File: src/rtl/one_shot_pulse_rx.sv
// one_shot_pulse_rx: measures the high time of a pulse in i_clk cycles and reports it.
// Latency: o_valid is registered and asserts on the edge that samples the first low level.
//          Defining PULSE_RX_SYNC_EN adds a 2-flop input synchronizer, which adds 2 cycles.
// Backpressure: the result is held until i_ack; rises seen while holding are dropped and flagged on o_drop.
module one_shot_pulse_rx #(
  parameter int p_EXP_LENGTH = 5,
  parameter int p_MAX_LENGTH = 16,
  localparam int CW = $clog2(p_MAX_LENGTH + 1)
) (
  input  logic          i_clk,
  input  logic          i_rst,
  input  logic          i_pulse,
  input  logic          i_ack,
  output logic          o_valid,
  output logic [CW-1:0] o_width,
  output logic          o_match,
  output logic          o_ovf,
  output logic          o_busy,
  output logic          o_drop
);

  localparam logic [CW-1:0] MAX_C = CW'(p_MAX_LENGTH);
  localparam logic [CW-1:0] EXP_C = CW'(p_EXP_LENGTH);

  typedef enum logic [1:0] {
    S_IDLE     = 2'd0,
    S_MEASURE  = 2'd1,
    S_OVERFLOW = 2'd2,
    S_REPORT   = 2'd3
  } state_t;

  state_t          state_q, state_d;
  logic [CW-1:0]   cnt_q, cnt_d;
  logic [CW-1:0]   width_q, width_d;
  logic            valid_q, valid_d;
  logic            match_q, match_d;
  logic            ovf_q, ovf_d;
  logic            busy_q, busy_d;
  logic            drop_q, drop_d;
  logic            prev_q;
  logic            pulse_s;
  logic            rise;

`ifdef PULSE_RX_SYNC_EN
  logic sync1_q, sync2_q;

  // Two-flop synchronizer for an asynchronous pulse source.
  always_ff @(posedge i_clk) begin
    if (i_rst) begin
      sync1_q <= 1'b0;
      sync2_q <= 1'b0;
    end else begin
      sync1_q <= i_pulse;
      sync2_q <= sync1_q;
    end
  end

  assign pulse_s = sync2_q;
`else
  assign pulse_s = i_pulse;
`endif

  // Previous-sample register; resets high so a level already high at reset exit is not a rise.
  always_ff @(posedge i_clk) begin
    if (i_rst) prev_q <= 1'b1;
    else       prev_q <= pulse_s;
  end

  assign rise = pulse_s & ~prev_q;

  // Next-state and registered-output computation for the measurement FSM.
  always_comb begin
    state_d = state_q;
    cnt_d   = cnt_q;
    width_d = width_q;
    valid_d = valid_q;
    match_d = match_q;
    ovf_d   = ovf_q;
    drop_d  = 1'b0;
    unique case (state_q)
      S_IDLE: begin
        if (rise) begin
          state_d = S_MEASURE;
          cnt_d   = CW'(1);
        end
      end
      S_MEASURE: begin
        if (pulse_s) begin
          // Counter saturates at the limit instead of wrapping.
          if (cnt_q < MAX_C) cnt_d = cnt_q + CW'(1);
          else               state_d = S_OVERFLOW;
        end else begin
          width_d = cnt_q;
          ovf_d   = 1'b0;
          match_d = (cnt_q == EXP_C);
          valid_d = 1'b1;
          state_d = S_REPORT;
        end
      end
      S_OVERFLOW: begin
        if (!pulse_s) begin
          width_d = MAX_C;
          ovf_d   = 1'b1;
          match_d = 1'b0;
          valid_d = 1'b1;
          state_d = S_REPORT;
        end
      end
      S_REPORT: begin
        // A rise here is lost even when it coincides with the ack.
        drop_d = rise;
        if (i_ack) begin
          valid_d = 1'b0;
          state_d = S_IDLE;
        end
      end
      default: begin
        state_d = S_IDLE;
        cnt_d   = '0;
        width_d = '0;
        valid_d = 1'b0;
        match_d = 1'b0;
        ovf_d   = 1'b0;
      end
    endcase
    // Busy is registered from the next state so it tracks the state with no output glitch.
    busy_d = (state_d == S_MEASURE) || (state_d == S_OVERFLOW);
  end

  // State and output registers; reset aborts any measurement in flight.
  always_ff @(posedge i_clk) begin
    if (i_rst) begin
      state_q <= S_IDLE;
      cnt_q   <= '0;
      width_q <= '0;
      valid_q <= 1'b0;
      match_q <= 1'b0;
      ovf_q   <= 1'b0;
      busy_q  <= 1'b0;
      drop_q  <= 1'b0;
    end else begin
      state_q <= state_d;
      cnt_q   <= cnt_d;
      width_q <= width_d;
      valid_q <= valid_d;
      match_q <= match_d;
      ovf_q   <= ovf_d;
      busy_q  <= busy_d;
      drop_q  <= drop_d;
    end
  end

  assign o_valid = valid_q;
  assign o_width = width_q;
  assign o_match = match_q;
  assign o_ovf   = ovf_q;
  assign o_busy  = busy_q;
  assign o_drop  = drop_q;

endmodule

File: config.mk
export PLATFORM = sky130hd
export DESIGN_NAME = one_shot_pulse_rx
export DESIGN_NICKNAME = d
export VERILOG_FILES = /design/src/rtl/one_shot_pulse_rx.sv
export SDC_FILE = /design/constraint.sdc
export NUM_CORES = 1
export LEC_CHECK = 0
export CAP_MARGIN = 20
export CELL_PAD_IN_SITES_DETAIL_PLACEMENT = 1
export CELL_PAD_IN_SITES_GLOBAL_PLACEMENT = 1
export CORE_UTILIZATION = 41
export DETAILED_ROUTE_END_ITERATION = 12
export GPL_ROUTABILITY_DRIVEN = 0
export HOLD_SLACK_MARGIN = 0.1
export PLACE_DENSITY = 0.89
export SETUP_SLACK_MARGIN = 0.15
export SLEW_MARGIN = 20
export SYNTH_ARGS = -nofsm -noshare
export SYNTH_HDL_FRONTEND = slang
export SYNTH_SLANG_ARGS = --single-unit
export TNS_END_PERCENT = 10
File: constraint.sdc
create_clock -name i_clk -period 3.2 [get_ports i_clk]
set_input_delay 0.32 -clock i_clk [delete_from_list [all_inputs] [get_ports i_clk]]
set_output_delay 0.32 -clock i_clk [all_outputs]
set_load 0.01 [all_outputs]
### Yosys cells after proc, flatten, opt, wreduce, memory -nomap -nowiden

Cells that the tools add are included.

* bits of input ports: 4
* flip-flop bits (word level): 18
* logic and storage cells: 57

* bitwise gates (word level): 3
* reductions and logical operators: 10
* order comparisons: 1
* eq/ne operators: 13
* muxes and demuxes: 20
* add/sub/neg operators: 1

Operator list (count)
* two-way mux 5 bit: 5
* one-hot mux 5 bit (2 select lines): 2
* != test 2 bit (second input constant): 7
* two-way mux 2 bit: 5
* one-hot mux 2 bit (4 select lines): 1
* equality test 2 bit (second input constant): 3
* one-hot mux 1 bit (2 select lines): 3
* AND reduction 3 bit: 2
* nonzero test 2 bit: 3
* adder 5 x 1 -> 5 bit (second input constant): 1
* equality test 5 x 3 -> 1 bit (second input constant): 1
* less-than comparator 5 bit (second input constant): 1
* equality test 2 x 1 -> 1 bit (second input constant): 2
* two-way mux 1 bit: 4
* AND reduction 4 bit: 1
* OR reduction 2 bit: 2
* logical NOT 2 bit: 1
* inverter 1 bit: 2
* AND 1 bit: 1
* logical OR 1 bit: 1

### Logic depth before layout (Yosys ltp)

* depth after elaboration: 6
* gate-level depth with buffers: 9
* mapped depth without buffers: 7

### Worst setup path before layout

OpenSTA, ideal clock, no wires.

* path type: register to register
* start: register state_q[1]
* end: register busy_q (netlist: o_busy)
* data arrival time: 1.469 ns
* setup slack: 1.603 ns
* required time: 3.072 ns
* library setup time: 0.128 ns
* stages on the path, launching flop included: 9
* path through: dfxtp_1 -> inv_1 -> ha_1 -> buf_2 -> o21bai_2 -> nor2_1 -> o31ai_2 -> xor2_1 -> nor2_1

* longest elaborated chain between the ends: 5

Ends and longest elaborated chain
* from (decl): line 32 `state_t state_q, state_d;`
* from (signal assigned): line 142 `state_q <= state_d;`
* two-way mux 2 bit: line 90 `if (cnt_q < MAX_C) cnt_d = cnt_q + CW'(1);`
* two-way mux 2 bit: line 88 `if (pulse_s) begin`
* one-hot mux 2 bit (4 select lines) *: line 80 `unique case (state_q)`
* equality test 2 x 1 -> 1 bit or equality test 2 bit (tied branches): line 127 `busy_d = (state_d == S_MEASURE) || (state_d == S_OVERFLOW);`
* logical OR 1 bit *: line 127
* to (signal assigned): line 148 `busy_q <= busy_d;`
* to (decl): line 38 `logic busy_q, busy_d;`

Mark *: on every way between the ends. The rest lies on a longest branch, timed or not.
A chain may end at the register's enable or synchronous reset.

### Final worst setup path

Same ends and word-level chain as after synthesis.

==> impl_metrics.py <==
metrics = {
    "global_route": {
        "grt_pass1_wl_um": 3110,
        "grt_max_degree": 16,
        "grt_overflow": 0,
        "grt_use_total": 0.207,
        "grt_pass1_vias": 682,
        "antenna_found_initial": 0,
    },
    "sta": {
        "setup_viol": 0,
        "clock_skew_ns": 0.00479,
        "rsz0062_at_grt": "no",
        "period_needed_ns": 1.81,
        "drv_slew": 0,
        "min_period_over_period": 0.565,
        "worstMarginPinSlew_ns": 0.535,
        "finalWorstSetupSlack_ns": 1.39,
        "max_clock_freq_mhz": 554,
        "setup_tns_ns": 0,
        "finalHoldViolations": 0,
        "slew_headroom": 0.642,
    },
    "run_status": {
        "status": "complete, no violations",
    },
    "synth": {
        "synth_edf_count": 0,
        "syn_inst": 94,
        "ys.flop_type": "dfxtp_1",
        "ys_seq_elements": 18,
        "ys_warn_count": 0,
        "synth_area_leaders": "dfxtp_1 (43%), ha_1 (8.9%), nor2_1 (8.0%)",
        "synth-async-reset-ratio": 0,
        "syn_nets": 104,
        "ys_seq_area_frac": 0.426,
        "yosysUniqueCellTypes": 31,
        "synth_area_leader_cell": "dfxtp_1",
        "synth_top_area_frac": 0.426,
        "synth_area_per_cell_um2": 9.00,
        "syn-cell-area_um2": 846,
    },
    "clocking": {
        "cts_setup_buffers": 0,
        "hold_buffers": 0,
        "cts_tree": "done",
        "cts-resized-gates": 0,
        "cts_buffer_depth": 2,
        "clkTransAtPathRegs_ns": 0.11,
        "cts_made_buffers": 3,
        "clock_sinks": 18,
        "root_buffer": "clkbuf_4",
        "htree_num_levels": 1,
        "clk_latency_ns": 0.30,
    },
    "setup_path": {
        "worstSetupStartpointType": "register",
        "cp.buffers_inverters": 1,
        "cp.arrival_ns": 1.99,
        "crit_top_cell": "nor2_1",
        "slowest_stage": "dfxtp_1",
        "r2r_slack_ns": 1.39,
        "rr_worst_depth": 7,
        "max_stage_delay_ns": 0.41,
        "critPathCaptureType": "register",
        "path_cells": "inv_1 > ha_1 > o21bai_2 > nor2_1 > o31ai_2 > xor2_1 > nor2_1",
        "cp.required_ns": 3.38,
        "crit_family": "compound AO/OA/AOI/OAI gates",
        "r2r_end": "o_busy",
        "critPathKind": "register to register",
        "crit_fanout": 8,
        "timing.rr.start": "state_q[1]",
    },
    "layout": {
        "drive_above_1_share": 0.0748,
        "mostFrequentLayoutCells": "nor2_1 (18), dfxtp_1 (18), clkdlybuf4s50_1 (13)",
        "diodes": 0,
        "final_cells": 134,
        "multi_input_area_um2": 434,
        "areaGrowthSynthToFinish_pct": 20.7,
        "fillCellCount": 228,
        "regArea_um2": 360,
        "finalNetCount": 118,
    },
    "route": {
        "drt-vias-per-instance": 5.29,
        "postRouteAntennaNets": 0,
        "drt-total-wl_um": 1870,
        "num_vias": 709,
        "wl_per_cell_um": 14.0,
        "drc_errors": 0,
        "drt_iter0_drc": 8,
        "dr.pass1.iters": 3,
    },
    "placement": {
        "port_buffers": 13,
        "post-dp-hpwl_um": 1360,
        "place_ws_ns": 1.18,
        "placed_cells": 130,
    },
    "pwr": {
        "p_leak_uw": 0.000381,
        "peakVddDrop_uv": 247,
        "power_density_nw_per_um2": 458,
    },
    "floorplanning": {
        "ios": 14,
        "dieHeight_um": 47.4,
        "fp-row-count": 16,
        "die_area_um2": 2250,
        "core_area_um2": 1940,
        "die_x_um": 47.4,
        "start_util": 0.436,
    },
    "worst_hold_path": {
        "min_from": "o_match",
        "holdPathEnd": "o_match",
        "worstHoldPathCells": 2,
        "min_path_type": "register to register",
    },
    "job": {
        "cap_violations": 0,
    },
}
-- final cells by class --
| class | instances | area share |
|---|---|---|
| Sequential cell | 18 | 0.353 |
| Inverter | 7 | 0.0257 |
| Timing Repair Buffer | 13 | 0.127 |
| Tap cell | 27 | 0.0331 |
| Multi-Input combinational cell | 65 | 0.425 |
| Clock buffer | 4 | 0.0355 |
-- Yosys cell counts (all sizes together), types with 2 or more instances --
| cell type | count |
|---|---|
| nand4 | 2 |
| nor2b | 3 |
| buf | 3 |
| a22oi | 6 |
| ha | 6 |
| xor2 | 3 |
| nand2b | 2 |
| nor2 | 18 |
| inv | 7 |
| nand2 | 6 |
| dfxtp | 18 |
| o21ai | 2 |
| a21oi | 2 |
-- metrics by stage --
| stage | hold slack [ns] | util | total power, uW | instance area (um^2) |
|---|---|---|---|---|
| finish | 0.488 | 0.526 | 468 | 1020 |
| global route | 0.524 | 0.526 | 496 | 1020 |
| CTS | 0.478 | 0.526 | 476 | 1020 |
| detailed placement | 0.461 | 0.507 | 330 | 985 |
| global placement | 0.453 | 0.507 | 326 | 985 |
| floorplan | 0.392 | - | 304 | 846 |
-- worst register-to-register path: stages (launching register included) --
cell and delay, ns:
dfxtp_1 0.41, inv_1 0.10, ha_1 0.29, o21bai_2 0.27, nor2_1 0.09, o31ai_2 0.29
xor2_1 0.18, nor2_1 0.05
-- worst max-delay path by stage --
stage,startpoint,endpoint,slack (ns),depth (start not counted)
after detailed placement,i_pulse,o_busy,1.18,6
after floorplan,state_q[1],o_busy,1.60,8
final,state_q[1],o_busy,1.39,7
after CTS,state_q[0],o_busy,1.37,7
after global routing,state_q[1],o_busy,1.20,7
after global placement,i_pulse,o_busy,1.26,6
-- kinds of logic after synthesis --
logic type	share of synthesized area
adders and majority gates	0.0888
and+or+nand+nor	0.209
xor gates and xnor gates	0.0311
buffers and inverters	0.0607
AOI/OAI and AO/OA	0.185
DFF	0.426
-- power by group --
part | switching, uW | internal (uW) | total, uW
logic | 42.8 | 37.4 | 80.1
clock network | 73.7 | 69.4 | 143
registers | 9.55 | 235 | 244
total | 126 | 342 | 468
-- routing by layer --
layer	track usage	share of wire	vias up
met5	0	0	-
li1	-	-	349
met2	0.312	0.48	11
met1	0.265	0.47	345
met4	0.137	0.028	0
met3	0.0453	0.025	4
-- state kept, by name, summed over array words and instances, names as in the netlist --
name and cells:
o_ovf 1, o_width 5, o_match 1, o_drop 1, state_q 2, prev_q 1, o_valid 1, o_busy 1
cnt_q 5
(Power assumes the default switching activity.)
==> variant, RTL diff (same settings) <==
Add a define of `PULSE_RX_SYNC_EN`.
--- a/src/rtl/one_shot_pulse_rx.sv
+++ b/src/rtl/one_shot_pulse_rx.sv
@@ -2,6 +2,8 @@
 // Latency: o_valid is registered and asserts on the edge that samples the first low level.
 //          Defining PULSE_RX_SYNC_EN adds a 2-flop input synchronizer, which adds 2 cycles.
 // Backpressure: the result is held until i_ack; rises seen while holding are dropped and flagged on o_drop.
+`define PULSE_RX_SYNC_EN
+
 module one_shot_pulse_rx #(
   parameter int p_EXP_LENGTH = 5,
   parameter int p_MAX_LENGTH = 16,
Formal check against the unedited RTL: not equivalent (a bounded check fails within 4 cycles, from zero or initial values and one cycle with i_rst high).
==> variant against the unedited design <==
Power rose by 9.5%. Routed wire length rose by 35%. Critical path depth fell by 1. Count of clock-buffer cells in the layout fell by 1. Final area rose by 21%. Setup slack got worse by 0.21 ns. Via count rose by 28%. First-iteration DRC count did not move. Sequential share of layout area fell by 3.0 points. Sequential cell count rose by 2. Combinational power fell by 51%. Synthesized area rose by 27%.
==> variant: results (changes against the unedited design) <==
Setup path
  – Reg-to-reg slack, setup: 1.18 ns (was 1.39 ns)
  – CP max-delay cell: ha_1 (was dfxtp_1)
  – Worst EP arrival: 2.26 ns (was 1.99 ns)
  – Crit-path max cell delay: 0.61 ns (was 0.41 ns)
  – Max FO, Critical Path: 20 (was 8)
  – Worst R2R Path Depth: 6 (was 7)

Cells and area
  – Ratio of cells with drive above 1 in the final layout: 0.1024 (was 0.07477)
  – Nets: 138 (was 118)
  – Final Util: 0.5005 (was 0.5258)
  – Filler cell count: 297 (was 228)

Synthesis
  – Seq/Total Area, Yosys: 0.3717 (was 0.4260)
  – Synth unique cells: 45 (was 31)
  – Syn Nets: 127 (was 104)
  – Mean Syn Cell Area: 9.208 um^2 (was 8.998 um^2)
  – Ys async rst share: 0 (unchanged)
  – Top post-synthesis cells by area: dfxtp_1, ha_1, nor2_1 (unchanged)
  – Commonest cells post-synth: dfxtp_1, nor2_1, inv_1 (unchanged)

Clock network
  – H-Tree Depth: 1 (unchanged)
  – Clock-pin slew on the worst setup and hold paths: 0.13 ns (was 0.11 ns)

Worst hold path
  – Hold path endpoint: pulse_s (was o_match)
  – HP Start: sync1_q (was o_match)
  – Hold Path Depth: 1 (was 2)

Routing
  – DR WL/cell: 16.06 um (was 13.99 um)
  – First DRT Iteration DRCs: 8 (unchanged)
  – DR vias: 904 (was 709)
  – TritonRoute pass-1 iters: 4 (was 3)
  – Vias per inst: 5.758 (was 5.291)

STA
  – Setup WS post-layout: 1.184 ns (was 1.394 ns)
  – Hold WS: 0.4595 ns (was 0.4879 ns)
  – Rel. slew slack: 0.4688 (was 0.6422)
  – Worst clock skew: 0.009099 ns (was 0.004792 ns)

Power and ir drop
  – Cell leakage power: 0.4342 nW (was 0.3814 nW)
  – Worst vdd ir: 0.0002663 V (was 0.0002470 V)
  – Switching fraction of total power: 0.2201 (was 0.2696)

Placement
  – IO buf count: 13 (unchanged)
  – Placed Cells: 153 (was 130)
  – Post-place setup slack: 1.258 ns (was 1.181 ns)
  – Placed inst area: 1187 um^2 (was 984.7 um^2)
  – Hpwl dp: 1.797 mm (was 1.357 mm)

Global route
  – GR Util All Layers: 0.2044 (was 0.2069)
  – Initial antenna violation count: 0 (unchanged)
  – Pin count of the biggest net entering global routing: 21 (was 16)
  – Wire length of the first global-routing pass: 4.112 mm (was 3.105 mm)

Run status
  – Status: finished clean (unchanged)
-- variant: cell types whose count changed after synthesis, moves of 3 or more --
| cell | unedited run | this run |
|---|---|---|
| a21oi_1 | 2 | 6 |
| a22oi_1 | 6 | 2 |
| nor2_1 | 18 | 12 |
| xor2_1 | 3 | 0 |
-- variant: worst max-delay path by stage --
stage | endpoint | cells after the start
6_report | o_busy | 6
3_5_place_dp | o_busy | 6
5_1_grt | o_busy | 6
4_1_cts | o_busy | 6
2_1_floorplan | o_busy | 6
3_3_place_gp | o_busy | 6
-- variant: metal layers --
metal / track usage / vias up / wire length, um
li1: - / 436 / -
met1: 0.2483 / 445 / 1210
met2: 0.3354 / 15 / 1170
met3: 0.03448 / 8 / 65
met4: 0.1140 / 0 / 75
met5: 0 / - / 0
-- variant: cell type report --
class / count / area, um^2 / share of cell area
timing repair buffer: 13 / 130.1 / 0.1049
tap: 30 / 37.54 / 0.03027
multi-input combinational: 82 / 589.3 / 0.4753
clock buffer: 3 / 22.52 / 0.01816
clock inverter: 1 / 30.03 / 0.02422
inverter: 8 / 30.03 / 0.02422
sequential: 20 / 400.4 / 0.3229
-- variant: logic make-up after synthesis --
group / count (synthesis) / share of synthesized area
multiplexers: 1 / 0.009292
AND/OR/NAND/NOR: 41 / 0.2160
buffers and inverters: 15 / 0.08129
AO/OA/AOI/OAI: 34 / 0.2521
flip-flops: 20 / 0.3717
adder cells (fa/ha/maj): 6 / 0.06968
-- variant: power by group through the flow --
stage | clock [W] | combinational (W) | sequential [W]
global placement | 0 | 0.0000374 | 0.000265
detailed placement | 0 | 0.0000388 | 0.000266
finish | 0.000212 | 0.0000392 | 0.000260
CTS | 0.000214 | 0.0000392 | 0.000260
floorplan | 0 | 0.0000301 | 0.000264
global route | 0.000226 | 0.0000426 | 0.000261
